<file path="src/rtl/vit_ctrl.sv">
// Frame sequencer for a rate-1/2, K=3 hard-decision Viterbi decoder: symbol intake,
// survivor writes, traceback reads and forward-order replay. Optional VIT_CTRL_STATS_EN adds frame_cnt.
module vit_ctrl #(
  parameter int FRAME_LEN = 16,
  parameter int AW        = 4
) (
  input  logic          clk,
  input  logic          reset,
  input  logic          in_valid,
  output logic          in_ready,
  input  logic          in_cx0,
  input  logic          in_cx1,
  output logic          bmu_cx0,
  output logic          bmu_cx1,
  output logic          acs_en,
  output logic          sm_we,
  output logic [AW-1:0] sm_waddr,
  output logic          tb_start,
  output logic          tb_en,
  output logic [AW-1:0] sm_raddr,
  input  logic          tb_bit,
  output logic          out_valid,
  input  logic          out_ready,
  output logic          out_bit,
  output logic          busy,
  output logic          frame_done
`ifdef VIT_CTRL_STATS_EN
  ,
  output logic [15:0]   frame_cnt
`endif
);

  localparam int CW = AW + 1;
  localparam logic [CW-1:0] FL       = CW'(FRAME_LEN);
  localparam logic [CW-1:0] FL_M1    = CW'(FRAME_LEN - 1);
  localparam logic [CW-1:0] OUT_LAST = CW'(FRAME_LEN - 3);

  typedef enum logic [1:0] {ACC, TB, OUT} state_t;

  state_t              state_q, state_d;
  logic [CW-1:0]       s_q, t_q, i_q;
  logic [CW-1:0]       rd_addr;
  logic                accept, out_xfer, last_xfer;
  logic                bmu_cx0_p0, bmu_cx1_p0;
  logic                wr_vld_p0;
  logic [AW-1:0]       wr_addr_p0;
  logic                cap_vld_p0;
  logic [AW-1:0]       cap_addr_p0;
  logic [(1<<AW)-1:0]  buf_q;
  logic                done_p0;

  always_ff @(posedge clk or posedge reset) begin
    if (reset) state_q <= ACC;
    else       state_q <= state_d;
  end

  always_comb begin
    state_d   = state_q;
    in_ready  = 1'b0;
    tb_start  = 1'b0;
    tb_en     = 1'b0;
    out_valid = 1'b0;
    busy      = 1'b0;
    case (state_q)
      ACC: begin
        in_ready = (s_q < FL);
        if (s_q == FL) state_d = TB;
      end
      TB: begin
        busy     = 1'b1;
        tb_start = (t_q == '0);
        tb_en    = (t_q != FL);
        if (t_q == FL) state_d = OUT;
      end
      OUT: begin
        busy      = 1'b1;
        out_valid = 1'b1;
        if (out_ready && (i_q == OUT_LAST)) state_d = ACC;
      end
      default: state_d = ACC;
    endcase
  end

  assign accept    = in_valid & in_ready;
  assign out_xfer  = out_valid & out_ready;
  assign last_xfer = out_xfer & (i_q == OUT_LAST);
  assign rd_addr   = FL_M1 - t_q;

  always_ff @(posedge clk or posedge reset) begin
    if (reset) begin
      s_q <= '0;
      t_q <= '0;
      i_q <= '0;
    end else begin
      if (accept)                         s_q <= s_q + 1'b1;
      else if (state_q == ACC && s_q == FL) s_q <= '0;
      if (state_q == TB)                  t_q <= (t_q == FL) ? '0 : t_q + 1'b1;
      if (out_xfer)                       i_q <= last_xfer ? '0 : i_q + 1'b1;
    end
  end

  // p0: accepted pair registered toward the BMU, with its ACS/survivor write strobe
  always_ff @(posedge clk or posedge reset) begin
    if (reset) begin
      bmu_cx0_p0 <= 1'b0;
      bmu_cx1_p0 <= 1'b0;
      wr_vld_p0  <= 1'b0;
      wr_addr_p0 <= '0;
      cap_vld_p0 <= 1'b0;
      done_p0    <= 1'b0;
    end else begin
      wr_vld_p0  <= accept;
      cap_vld_p0 <= tb_en;
      done_p0    <= last_xfer;
      if (accept) begin
        bmu_cx0_p0 <= in_cx0;
        bmu_cx1_p0 <= in_cx1;
        wr_addr_p0 <= s_q[AW-1:0];
      end
    end
  end

  // p0: traceback bit arrives one cycle after its read; file it under that read address
  always_ff @(posedge clk) begin
    cap_addr_p0 <= rd_addr[AW-1:0];
    if (cap_vld_p0) buf_q[cap_addr_p0] <= tb_bit;
  end

  assign bmu_cx0    = bmu_cx0_p0;
  assign bmu_cx1    = bmu_cx1_p0;
  assign acs_en     = wr_vld_p0;
  assign sm_we      = wr_vld_p0;
  assign sm_waddr   = wr_addr_p0;
  assign sm_raddr   = tb_en ? rd_addr[AW-1:0] : '0;
  assign out_bit    = out_valid & buf_q[i_q[AW-1:0]];
  assign frame_done = done_p0;

`ifdef VIT_CTRL_STATS_EN
  logic [15:0] frame_cnt_q;

  function automatic logic [15:0] sat_inc(input logic [15:0] v);
    return (v == 16'hFFFF) ? v : v + 16'd1;
  endfunction

  always_ff @(posedge clk or posedge reset) begin
    if (reset)          frame_cnt_q <= '0;
    else if (last_xfer) frame_cnt_q <= sat_inc(frame_cnt_q);
  end

  assign frame_cnt = frame_cnt_q;
`endif

endmodule

</file>
<file path="config.mk">
export PLATFORM = sky130hd
export DESIGN_NAME = vit_ctrl
export DESIGN_NICKNAME = d
export VERILOG_FILES = /design/src/rtl/vit_ctrl.sv
export SDC_FILE = /design/constraint.sdc
export NUM_CORES = 1
export LEC_CHECK = 0
export CAP_MARGIN = 5
export CELL_PAD_IN_SITES_DETAIL_PLACEMENT = 0
export CELL_PAD_IN_SITES_GLOBAL_PLACEMENT = 1
export CORE_ASPECT_RATIO = 1.5
export CORE_MARGIN = 4
export CORE_UTILIZATION = 31
export DETAILED_ROUTE_END_ITERATION = 8
export PLACE_DENSITY = 0.59
export SYNTH_ARGS = -nofsm -noshare
export SYNTH_HDL_FRONTEND = slang
export SYNTH_SLANG_ARGS = --single-unit
</file>
<file path="constraint.sdc">
create_clock -name clk -period 4.95 [get_ports clk]
set_clock_uncertainty 0.05 [all_clocks]
set_input_delay 0.7425 -clock clk [delete_from_list [all_inputs] [get_ports clk]]
set_output_delay 0.7425 -clock clk [all_outputs]
set_load 0.1 [all_outputs]
</file>
==> reports/qor.yml, run 1 <==
place:
  finalWeightedCongestion: 0.7389
  io_buffers: 25
  dp.cells: 289
  hpwl_um: 3046
final_layout:
  diodes: 0
  syn_to_final_growth_pct: 19.74
  nFillCells: 658
  final_cell_count_no_fill: 297
  fin_nets: 237
  drive_above_1_share_pct: 7.240
logic_synthesis:
  synth_nets: 211
  ys.flop_type: "dfrtp_1"
  ys_ff_latch: 46
  async_reset_ff_share_pct: 56.52
  syn_avg_cell_area_um2: 11.01
  ys_warn_count: 0
  yosysSeqAreaShare_pct: 56.71
  synth_cell_type_count: 40
  synth_cells: 194
  syn_area_um2: 2136
  synth_edf_count: 16
drt:
  met1Wirelength_um: 1671
  highest_layer: "met4"
  drt-vias-per-instance: 4.781
  ant_nets: 0
  drc: 0
  num_vias: 1420
  wl_met2_um: 2211
  drtIter0Drc: 40
  wirelength_um: 4066
  routed-wl-met3_um: 101
  first_pass_iters: 4
  wl_per_cell_um: 13.69
clocking:
  cts_resized: 0
  postCtsSetupRepairBufs: 0
  ctsHoldBuffers: 0
  htree_num_levels: 2
  clk_path_buf_depth: 2
  clk_pin_slew_ns: 0.08
  clkSinkCount: 46
  cts-root-buf: "clkbuf_8"
  cts_tree: "built"
  cts_buffers: 5
  clk_latency_ns: 0.30
global_route:
  grt_pass1_vias: 1438
  grt_antenna_before_repair: 0
  grt_overflow: 0
  grt_pass1_wl_um: 6727
  grt_max_degree: 27
  grt_util_all_layers_pct: 10.86
floorplan:
  ios: 26
  rows: 36
  dieHeight_um: 109.7
  die_x_um: 75.77
  core-area_um2: 6621
  die_area_um2: 8309
  initial_core_util_pct: 32.26
timing:
  finalSetupViolCount: 0
  tightest_slew_ns: 1.001
  tns_ns: 0
  slew_viol_final: 0
  period_share_pct: 75.78
  slew_headroom_pct: 33.08
  fmax_mhz: 266.6
  hold_violations: 0
  grt_setup_unrepaired: "false"
  period_needed_ns: 3.751
setup_path:
  path_max_fanout: 13
  worstPathRequired_ns: 4.16
  r2r_setup_slack_ns: 2.91
  end_kind: "primary output"
  crit_type: "reg2out"
  start_kind: "flop"
  worstPathArrival_ns: 2.96
hold_path:
  hold_path.class: "reg2reg"
run_status:
  outcome: "complete, no violations"
run:
  maxCapViolCount: 0
## metal layers
layer / up-vias / GRT usage, %
met5: - / 0
met2: 16 / 18.81
li1: 732 / -
met1: 666 / 12.40
met4: 0 / 4.500
met3: 6 / 2.653
## layout make-up
cell class	instances	area, um2	share of cell area, %
Inverter	19	71.32	2.789
Clock buffer	5	68.82	2.691
Tap cell	76	95.09	3.718
Multi-Input combinational cell	123	820.8	32.09
Timing Repair Buffer	25	250.2	9.785
Sequential cell	46	1211	47.36
Clock inverter	3	40.04	1.566
## cells in the mapped netlist (all sizes together) (4+ instances only)
cell | count | area share (%)
nand2 | 27 | 4.7
nand4 | 4 | 1.2
dfxtp | 4 | 3.7
o21ai | 12 | 3.3
dfrtp | 26 | 30
nor2 | 14 | 2.5
edfxtp | 16 | 22
buf | 4 | 1.2
ha | 10 | 5.9
a21oi | 4 | 0.94
nor3 | 11 | 2.6
inv | 18 | 3.2
nand2b | 5 | 1.5
## flip-flops by register name, summed over array words and instances (netlist names)
signal	count
sm_waddr	4
s_q	5
buf_q	16
cap_addr_p0	4
bmu_cx0	1
state_q	2
i_q	5
acs_en	1
t_q	5
cap_vld_p0	1
bmu_cx1	1
frame_done	1
## stage by stage
stage | setup WS [ns] | hold slack (ns) | util [%] | instance area [um2]
2_1_floorplan | 1.124 | 0.4159 | - | 2136
3_3_place_gp | 1.515 | 0.4098 | 36.98 | 2449
3_5_place_dp | 1.505 | 0.4126 | 36.98 | 2449
4_1_cts | 1.166 | 0.4344 | 38.62 | 2557
5_1_grt | 1.076 | 0.4726 | 38.62 | 2557
6_report | 1.199 | 0.4274 | 38.62 | 2557
## kinds of logic (layout without fill, tap and decap cells)
family,count (synthesis),count (layout),share of synthesized area (%)
AND/OR/NAND/NOR,75,75,17.34
flip-flops,46,46,56.71
AO/OA/AOI/OAI,30,30,10.08
buffers and inverters,25,52,4.862
adder cells (fa/ha/maj),10,10,5.858
multiplexers,7,7,4.745
XOR/XNOR,1,1,0.4102
## cell usage in the layout (no fill, tap or decap), types with 2 or more instances in the layout
| master | synthesis | layout |
|---|---|---|
| mux4_2 | 2 | 2 |
| nand2b_1 | 5 | 5 |
| inv_1 | 18 | 18 |
| clkinv_2 | 0 | 2 |
| edfxtp_1 | 16 | 16 |
| ha_1 | 10 | 10 |
| a21oi_1 | 4 | 4 |
| a31oi_1 | 3 | 3 |
| nand3_1 | 2 | 2 |
| mux2i_1 | 3 | 3 |
| nand3b_1 | 2 | 2 |
| clkdlybuf4s50_1 | 0 | 25 |
| o21ai_0 | 10 | 10 |
| a2111oi_0 | 3 | 3 |
| nor3_1 | 11 | 11 |
| dfxtp_1 | 4 | 4 |
| a22o_1 | 2 | 2 |
| nor4_1 | 2 | 2 |
| nand4_1 | 4 | 4 |
| nor2b_1 | 2 | 2 |
| clkbuf_8 | 0 | 5 |
| a21o_1 | 3 | 3 |
| nor2_1 | 14 | 14 |
| nand2_1 | 27 | 27 |
| dfrtp_1 | 26 | 26 |
## critical path, cell delays in order (launching register included)
cell	delay (ns)
dfrtp_1	0.55
mux4_2	0.41
inv_1	0.04
a2111oi_0	0.39
a41o_1	0.15
clkdlybuf4s50_1	1.13
## path summary, 6_finish.rpt
kind	from	end	depth (start not counted)
worst max-delay path	i_q[0]	out_bit	5
worst min-delay path	sm_waddr[2]	sm_waddr[2]	2
worst max register to register	state_q[0]	s_q[3]	7
worst min register to register	sm_waddr[2]	sm_waddr[2]	2
max in group asynchronous	reset	t_q[2]	2
min in group asynchronous	reset	sm_waddr[0]	2
Power of run 1 is not shown: default switching activity piles up to over one toggle a cycle in this logic, so the estimate is an artifact.
==> inputs of run 2 (changes only) <==
==> constraint.sdc (replaced) <==
create_clock -name clk -period 3.55 [get_ports clk]
set_clock_uncertainty 0.05 [all_clocks]
set_input_delay 0.5325 -clock clk [delete_from_list [all_inputs] [get_ports clk]]
set_output_delay 0.5325 -clock clk [all_outputs]
set_load 0.1 [all_outputs]
==> run 2 against run 1 <==
  * Register-to-register slack lost 1.5 ns
  * Final cell count unchanged
  * Sequential share of layout area rose by 0.87 points
  * Non-clock buffer count stayed put
  * Critical path type unchanged
  * Via count grew 2.1%
==> reports/qor.yml, run 2 (same netlist as run 1, synthesis figures left out) <==
setup_path:
  crit_buf_inv: 2  # unchanged
  crit_family: "flip-flops"  # was buffers and inverters
  end_kind: "primary output"  # unchanged
  r2r-end: "s_q[3]"  # unchanged
  start_kind: "flop"  # unchanged
  worstPathRequired_ns: 2.97  # was 4.16 ns
  reg2reg_from: "state_q[0]"  # unchanged
  r2r_setup_slack_ns: 1.45  # was 2.91 ns
  cpPeakStageDelay_ns: 0.55  # was 1.13 ns
  crit_chain: "mux4_2 -> inv_1 -> a2111oi_0 -> a41o_1 -> buf_4"  # was mux4_2 -> inv_1 -> a2111oi_0 -> a41o_1 -> clkdlybuf4s50_1
  worstPathArrival_ns: 2.11  # was 2.96 ns
  crit_type: "reg2out"  # unchanged
  cp.depth: 5  # unchanged
  r2r_cells: 7  # unchanged
  path_max_fanout: 13  # unchanged
  crit_path_top_delay_cell: "dfrtp_1"  # was clkdlybuf4s50_1
timing:
  period_needed_ns: 2.697
  tightest_slew_ns: 1.036  # was 1.001 ns
  slew_viol_final: 0  # unchanged
  slew_headroom_pct: 30.85  # was 33.08%
  finalSetupViolCount: 0  # unchanged
  grt_setup_unrepaired: "false"  # unchanged
  tns_ns: 0  # unchanged
  fmax_mhz: 370.8
  hold_violations: 0  # unchanged
  period_share_pct: 75.96
place:
  io_buffers: 25  # unchanged
  finalWeightedCongestion: 0.7191  # was 0.7389
  hpwl_um: 3076  # was 3046 um
  dp.cells: 289  # unchanged
global_route:
  grt_util_all_layers_pct: 10.99  # was 10.86%
  grt_max_degree: 27  # unchanged
  grt_antenna_before_repair: 0  # unchanged
  grt_overflow: 0  # unchanged
  grt_pass1_wl_um: 6796  # was 6727 um
  grt_pass1_vias: 1431  # was 1438
floorplan:
  die_x_um: 75.77  # unchanged
  initial_core_util_pct: 32.26  # unchanged
  dieHeight_um: 109.7  # unchanged
  core-area_um2: 6621  # unchanged
  ios: 26  # unchanged
  die_area_um2: 8309  # unchanged
  rows: 36  # unchanged
clocking:
  cts_resized: 0  # unchanged
  clk_path_buf_depth: 2  # unchanged
  cts_buffers: 5  # unchanged
  clk_latency_ns: 0.29  # was 0.30 ns
  htree_num_levels: 2  # unchanged
  postCtsSetupRepairBufs: 0  # unchanged
  cts-root-buf: "clkbuf_8"  # unchanged
  clkSinkCount: 46  # unchanged
  clk_pin_slew_ns: 0.08  # about the same
  cts_tree: "built"  # unchanged
  ctsHoldBuffers: 0  # unchanged
drt:
  drc: 0  # unchanged
  wl_per_cell_um: 13.75  # was 13.69 um
  first_pass_iters: 4  # unchanged
  num_vias: 1450  # was 1420
  drtIter0Drc: 59  # was 40
  ant_nets: 0  # unchanged
  wirelength_um: 4084  # was 4066 um
  drt-vias-per-instance: 4.882  # was 4.781
hold_path:
  whs_path_depth: 2  # unchanged
  hold_end: "sm_waddr[2]"  # unchanged
  hold_start: "sm_waddr[2]"  # unchanged
  hold_path.class: "reg2reg"  # unchanged
final_layout:
  diodes: 0  # unchanged
  final_cell_mix: "27 x nand2_1, 26 x dfrtp_1, 18 x inv_1"  # was 27 x nand2_1, 26 x dfrtp_1, 25 x clkdlybuf4s50_1
  fin_nets: 237  # unchanged
  top_register: "buf_q"  # unchanged
  syn_to_final_growth_pct: 17.57  # was 19.74%
  final_common_cell: "nand2_1"  # unchanged
  final_cell_count_no_fill: 297  # unchanged
  drive_above_1_share_pct: 11.76  # was 7.240%
  largest_reg_flops: 16  # unchanged
run_status:
  outcome: "complete, no violations"  # unchanged
run:
  maxCapViolCount: 0  # unchanged
[run 2: layout make-up]
type / count / area [um2]
clock buffers: 6 / 72.57
clock inverters: 2 / 10.01
fillers: 664 / 4110
inverters: 19 / 71.32
multi-input cells: 123 / 825.8
flip-flops and latches: 46 / 1211
well taps: 76 / 95.09
repair buffers: 25 / 225.2
[run 2: worst max path at each step]
stage                     from      end  slack [ns]
floorplan           state_q[0]  out_bit        0.45
global placement        i_q[0]  out_bit        1.16
detailed placement      i_q[0]  out_bit        1.17
CTS                     i_q[0]  out_bit        0.84
global route            i_q[0]  out_bit        0.63
finish                  i_q[0]  out_bit        0.85
[run 2: routing by layer]
layer  part of all wire, %  GRT usage (%)  wire (um)
met4                  0.98          4.875         40
met2                    56          18.81       2299
met5                     0              0          0
met3                   3.4          2.196        140
met1                    39          12.92       1602
[run 2: worst reg2reg max path: stages (launching register included)]
cell and delay, ns:
dfrtp_1 0.38, inv_1 0.09, ha_1 0.25, nand3b_1 0.35
clkinv_1 0.36, a21oi_1 0.32, o21ai_0 0.13, o21ai_0 0.09
[run 2: stage by stage]
step                cell area (um2)  utilization, %  hold slack [ns]  setup WS (ns)
global placement               2429           36.68           0.4095          1.158
global route                   2511           37.93           0.4712         0.6342
CTS                            2511           37.93           0.4336         0.8384
floorplan                      2141               -           0.4159         0.4539
finish                         2511           37.93           0.4272         0.8535
detailed placement             2429           36.68           0.4129          1.169
Power of run 2 is left out for the same reason.
